File: src/rtl/interrupt_timer.sv
// Memory-mapped interval timer with compare match, auto-reload and level interrupt.
// Define INTERRUPT_TIMER_PRESCALER_EN to build the 16-bit PRESCALE register and prescaler.
module interrupt_timer #(
  parameter logic [31:0] RESET_COMPARE = 32'hFFFF_FFFF
) (
  input  logic        clk_i,
  input  logic        reset_n_i,
  output logic        interrupt_o,
  input  logic        chip_select_i,
  input  logic [3:0]  addr_i,
  input  logic        read_enable_i,
  output logic [31:0] read_data_o,
  input  logic [31:0] write_data_i,
  input  logic [3:0]  write_mask_i
);
  typedef enum logic [1:0] {IDLE, RUNNING, EXPIRED} state_t;

  state_t      state;
  logic [2:0]  ctrl;
  logic        pending;
  logic [31:0] count, compare;
  logic [31:0] bmask, rdata;
  logic [2:0]  ctrl_nx;
  logic        wr, rd, wr_ctrl, wr_stat, wr_count, wr_cmp;
  logic        stop, start, psc_hit, tick, match;

  assign bmask    = {{8{write_mask_i[3]}}, {8{write_mask_i[2]}},
                     {8{write_mask_i[1]}}, {8{write_mask_i[0]}}};
  assign wr       = chip_select_i && (|write_mask_i);
  assign rd       = chip_select_i && read_enable_i;
  assign wr_ctrl  = wr && (addr_i == 4'd0);
  assign wr_stat  = wr && (addr_i == 4'd1);
  assign wr_count = wr && (addr_i == 4'd2);
  assign wr_cmp   = wr && (addr_i == 4'd3);
  assign ctrl_nx  = (ctrl & ~bmask[2:0]) | (write_data_i[2:0] & bmask[2:0]);

  // The new EN value (after byte masking) decides the state change.
  assign stop  = wr_ctrl && !ctrl_nx[0];
  assign start = wr_ctrl && ctrl_nx[0] && (state != RUNNING);

`ifdef INTERRUPT_TIMER_PRESCALER_EN
  logic [15:0] prescale, pcnt;
  logic        wr_psc;
  assign wr_psc  = wr && (addr_i == 4'd4);
  assign psc_hit = (pcnt == prescale);
`else
  assign psc_hit = 1'b1;
`endif

  assign tick  = (state == RUNNING) && !stop && psc_hit;
  // A bus write to COUNT swallows the compare of a coincident tick.
  assign match = tick && !wr_count && (count == compare);

  always_comb begin
    rdata = '0;
    case (addr_i)
      4'd0: rdata = {29'd0, ctrl};
      4'd1: rdata = {30'd0, state == RUNNING, pending};
      4'd2: rdata = count;
      4'd3: rdata = compare;
`ifdef INTERRUPT_TIMER_PRESCALER_EN
      4'd4: rdata = {16'd0, prescale};
`endif
      default: rdata = '0;
    endcase
  end

  always_ff @(posedge clk_i or negedge reset_n_i) begin
    if (!reset_n_i) begin
      state       <= IDLE;
      ctrl        <= '0;
      pending     <= 1'b0;
      count       <= '0;
      compare     <= RESET_COMPARE;
      interrupt_o <= 1'b0;
      read_data_o <= '0;
    end else begin
      if (rd) read_data_o <= rdata;
      interrupt_o <= pending && ctrl[2];
      if (wr_ctrl) ctrl <= ctrl_nx;
      if (wr_cmp)  compare <= (compare & ~bmask) | (write_data_i & bmask);

      // Hardware set wins over a same-cycle W1C.
      if (match)
        pending <= 1'b1;
      else if (wr_stat && write_mask_i[0] && write_data_i[0])
        pending <= 1'b0;

      if (stop)
        state <= IDLE;
      else if (start)
        state <= RUNNING;
      else if (match && !ctrl[1])
        state <= EXPIRED;

      if (wr_count)
        count <= (count & ~bmask) | (write_data_i & bmask);
      else if (start && state == EXPIRED)
        count <= '0;
      else if (tick) begin
        if (!match)      count <= count + 32'd1;
        else if (ctrl[1]) count <= '0;
      end
    end
  end

`ifdef INTERRUPT_TIMER_PRESCALER_EN
  always_ff @(posedge clk_i or negedge reset_n_i) begin
    if (!reset_n_i) begin
      prescale <= '0;
      pcnt     <= '0;
    end else begin
      if (wr_psc) prescale <= (prescale & ~bmask[15:0]) | (write_data_i[15:0] & bmask[15:0]);
      if (start)
        pcnt <= '0;
      else if (state == RUNNING && !stop)
        pcnt <= psc_hit ? 16'd0 : pcnt + 16'd1;
    end
  end
`endif

endmodule

File: config.mk
export PLATFORM = sky130hd
export DESIGN_NAME = interrupt_timer
export DESIGN_NICKNAME = d
export VERILOG_FILES = /design/src/rtl/interrupt_timer.sv
export SDC_FILE = /design/constraint.sdc
export NUM_CORES = 1
export LEC_CHECK = 0
export CAP_MARGIN = 20
export CORE_MARGIN = 2
export CORE_UTILIZATION = 45
export CTS_BUF_LIST = sky130_fd_sc_hd__clkbuf_16
export CTS_CLUSTER_DIAMETER = 40
export DETAILED_ROUTE_END_ITERATION = 6
export PLACE_DENSITY_LB_ADDON = 0.08
export SLEW_MARGIN = 0
export SYNTH_ARGS = -nofsm -noshare
export SYNTH_HDL_FRONTEND = slang
export SYNTH_SLANG_ARGS = --single-unit
export TNS_END_PERCENT = 10
File: constraint.sdc
create_clock -name clk_i -period 2.2 [get_ports clk_i]
set_clock_uncertainty 0.05 [all_clocks]
set_input_delay 0.33 -clock clk_i [delete_from_list [all_inputs] [get_ports clk_i]]
set_output_delay 0.33 -clock clk_i [all_outputs]
set_load 0.05 [all_outputs]
Word-level counts from Yosys, hierarchy flattened
Cells that the tools add are included.

cells by class
  bitwise logic cells = 10
  eq/ne operators = 8
  $add $sub $neg = 1
  muxes and demuxes = 11
  reductions and logical operators = 27

operators with widths
  kind                     number
  $mux W32                 5
  $pmux W32 S4             1
  $and A32 B32 Y32         3
  $or A32 B32 Y32          2
  $add A32 B1 Y32 const B  1
  $eq A32 B32 Y1           1
  $not A32 Y32             1
  $logic_and A1 B1 Y1      17
  $eq A4 B2 Y1 const B     2
  $and A3 B3 Y3            2
  $mux W2                  3
  $reduce_bool A3 Y1       2
  $eq A4 B1 Y1 const B     1
  $logic_not A1 Y1         4
  $logic_not A4 Y1         1
  $ne A4 B3 Y1 const B     1
  $reduce_or A4 Y1         1
  $not A3 Y3               1
  $or A3 B3 Y3             1
  $eq A2 B1 Y1 const B     1
  $eq A2 B2 Y1 const B     1
  $mux W1                  2
  $ne A2 B1 Y1 const B     1
  $reduce_and A2 Y1        1
  $reduce_bool A2 Y1       1

word-level totals
  output and inout bits = 33
  bits in registers = 103
  logic and storage cells = 64
  bits of input ports = 44

Longest topological paths before layout
  depth after elaboration = 13
  mapped depth = 10
  mapped depth without buffers = 8

Worst setup path before layout
No wires, ideal clock.

  path kind = input to register
  from = input write_mask_i[0]
  to = register with a tool-made name
  slack = -0.135 ns
  cell stages on the path = 9
  library setup time = 0.118 ns
  path buffers = 2
  arrival = 2.167 ns
  required time = 2.032 ns
  path through = buf_6 -> o41a_1 -> nand2_4 -> nand3_2 -> or4_4 -> nand4bb_1 -> buf_4 -> o31ai_1 -> a21o_1

RTL lines
  item             RTL line  RTL
  start, declared  14        input logic [3:0] write_mask_i

==> results.yml <==
yosys:
  synth_cell_types: 61
  syn_area_per_cell_sq_um: 10.1
  ys_top_cells_by_area: "dfrtp_1 32%, dfstp_2 15%, mux2_2 7.0%"
  synth-async-reset-ratio_pct: 100
  ys_warn_count: 0
  synth_area_sq_um: 5620
  synth_area_leader_cell: "dfrtp_1"
  synth_nets: 603
  yosysTopAreaCellShare_pct: 31.6
  synth.most_common_cell: "nor2_1"
  synth-main-ff-cell: "dfrtp_1"
  synthCells: 558
  synth_seq_area_share_pct: 46.6
  ys_top_cells_by_count: "72 x nor2_1, 71 x dfrtp_1, 35 x mux2_2"
  synth_edf_count: 0
  ys_ff_latch: 103
detailed_routing:
  wl_um: 17600
  final_antenna_net_count: 0
  drcViolationCount: 0
  wire_per_inst_um: 18.8
  avgViaCountPerCell: 5.62
  num_vias: 5264
  drt-pass1-iter-count: 5
  drt_iter0_markers: 381
clocking:
  cts_tree: "built"
  htreeDepth: 3
  clk_pin_slew_ps: 70
  cts_buffers: 9
  cts_buffer_depth: 2
  clock_latency_ps: 360
  hold_buffers: 0
  clock_sinks: 103
  ctsRootBufferMaster: "clkbuf_16"
timing:
  period_needed_ps: 2580
  max_slew.worst_pin.slew_ps: 585
  fin_ws_ps: -378
  finalSetupTns_ps: -10700
  finalMaxSlewViolations: 0
  max_freq_ghz: 0.388
  rsz0062_at_grt: "yes"
  setup_viol: 33
  timing.final.crit_share_pct: 117
  hold_viol: 6
  relSlewSlack_pct: 61.0
  hold_ws_ps: -10.0
power_and_ir_drop:
  leakage_nw: 3.56
  irDropWorstVdd_mv: 0.490
  p_per_area_nw_per_um2: 890
worst_setup_path:
  worstSetupPathType: "register to register"
  required_ps: 2390
  cp-start-kind: "register"
  worstPathArrival_ps: 2760
  cp_max_fo: 6
  reg2reg_slack_ps: -380
  cp-end-kind: "register"
placed_design:
  gp_congestion: 0.921
  place_inst: 912
  port_buffers: 76
  post-place-ws_ps: -704
  post-dp-hpwl_um: 12700
run_status:
  violations: "negative hold slack, negative setup slack"
  status: "complete, but fails checks"
global_routing:
  grt_max_degree: 104
  grtUsageTotal_pct: 27.5
  grt_pass1_wl_um: 27900
  antenna_found_initial: 0
  grt_pass1_vias: 5344
  overflow: 0
floorplanning:
  die-area_sq_um: 13400
  die_x_um: 116
  start_util_pct: 46.4
  row_count: 40
  core_area_sq_um: 12100
  ios: 77
  fp.dieH_um: 116
final_layout:
  fin_cells: 937
  num_antenna_cells: 0
  drive_above_1_share_pct: 37.8
  finalNetCount: 809
  syn_to_final_growth_pct: 46.0
  utilization_pct: 67.7
flow_run:
  max_cap_viol_count: 0
min_path:
  min_path_type: "input port to asynchronous set/reset pin"
[area by class of cell]
cell class                 count  area [sq um]
timing repair buffer         227          2040
clock buffer                   9           225
multi-input combinational    393          2960
clock inverter                 7          42.5
fill                        1006          3910
tap                          168           210
sequential                   103          2620
inverter                      30           113
[what timing repair did]
| action | CTS | global route |
|---|---|---|
| endpoints found under the setup margin | 34 | 34 |
| gates resized for setup | 24 | 22 |
| gates cloned | 2 | 1 |
| pin swaps | 22 | 14 |
| buffers inserted | 6 | 0 |
[layer usage]
layer / GRT usage (%) / share of wire (%)
met1: 36.5 / 43
met2: 45.8 / 49
met3: 3.82 / 5.3
met4: 10.8 / 2.7
met5: 0 / 0
[critical path: stages, from the launching register on]
cell      delay, ps
dfstp_2         550
xor2_1           70
nor4_2          320
buf_4           160
nand4_1         150
or4_4           640
buf_4           190
o211ai_2        100
buf_4           160
o22ai_2          80
[through the flow]
step,area (sq um),hold slack [ps],total power [mW]
finish,8200,-10.0,7.30
floorplan,5630,-15.6,4.09
detailed placement,7570,399,5.53
global route,8200,36.9,7.67
CTS,8070,18.6,7.19
global placement,7570,396,5.46
[where the power goes]
group          internal (mW)  switching, mW  total [mW]
sequential              2.40          0.296        2.69
combinational           1.46           1.64        3.09
clock                  0.758          0.753        1.51
[layout by cell type, fill, tap and decap left out, types with 4 or more instances in the layout]
cell,instances
a21oi_2,10
and3_1,6
and2_1,4
xor2_1,29
a32oi_1,8
o211ai_4,4
o22ai_1,9
dfstp_2,32
mux2_2,35
nor4_1,12
inv_1,31
clkinvlp_4,4
a22o_1,6
a21oi_1,17
nand3_1,25
a22oi_1,5
nor3_1,6
nand2_1,29
clkbuf_16,10
o21ai_1,9
buf_4,136
o31a_1,8
clkdlybuf4s50_1,75
nor4_2,6
a21o_1,4
nor2_1,72
buf_6,7
dfrtp_1,71
a221oi_1,29
o22ai_2,9
buf_12,6
[final timing paths]
kind,start,endpoint,cells past startpoint
worst min-delay path,reset_n_i,read_data_o[29],2
max in group asynchronous,reset_n_i,asynchronous set/reset pin,2
worst max register to register,register,register,9
worst min register to register,read_data_o[29],read_data_o[29],2
min in group clk_i,read_data_o[29],read_data_o[29],2
worst max-delay path,register,register,9
[kinds of logic (layout without fill, tap and decap cells)]
group                    after synthesis  count (layout)  share of synthesized area, %
AO/OA/AOI/OAI                        139             140                          19.1
adder cells (fa/ha/maj)                1               1                         0.223
buffers and inverters                 63             273                          5.14
flip-flops                           103             103                          46.6
XOR/XNOR                              32              32                          4.99
AND/OR/NAND/NOR                      182             182                          15.9
multiplexers                          38              38                          7.99
No activity file was read; power rests on OpenSTA's default activity.
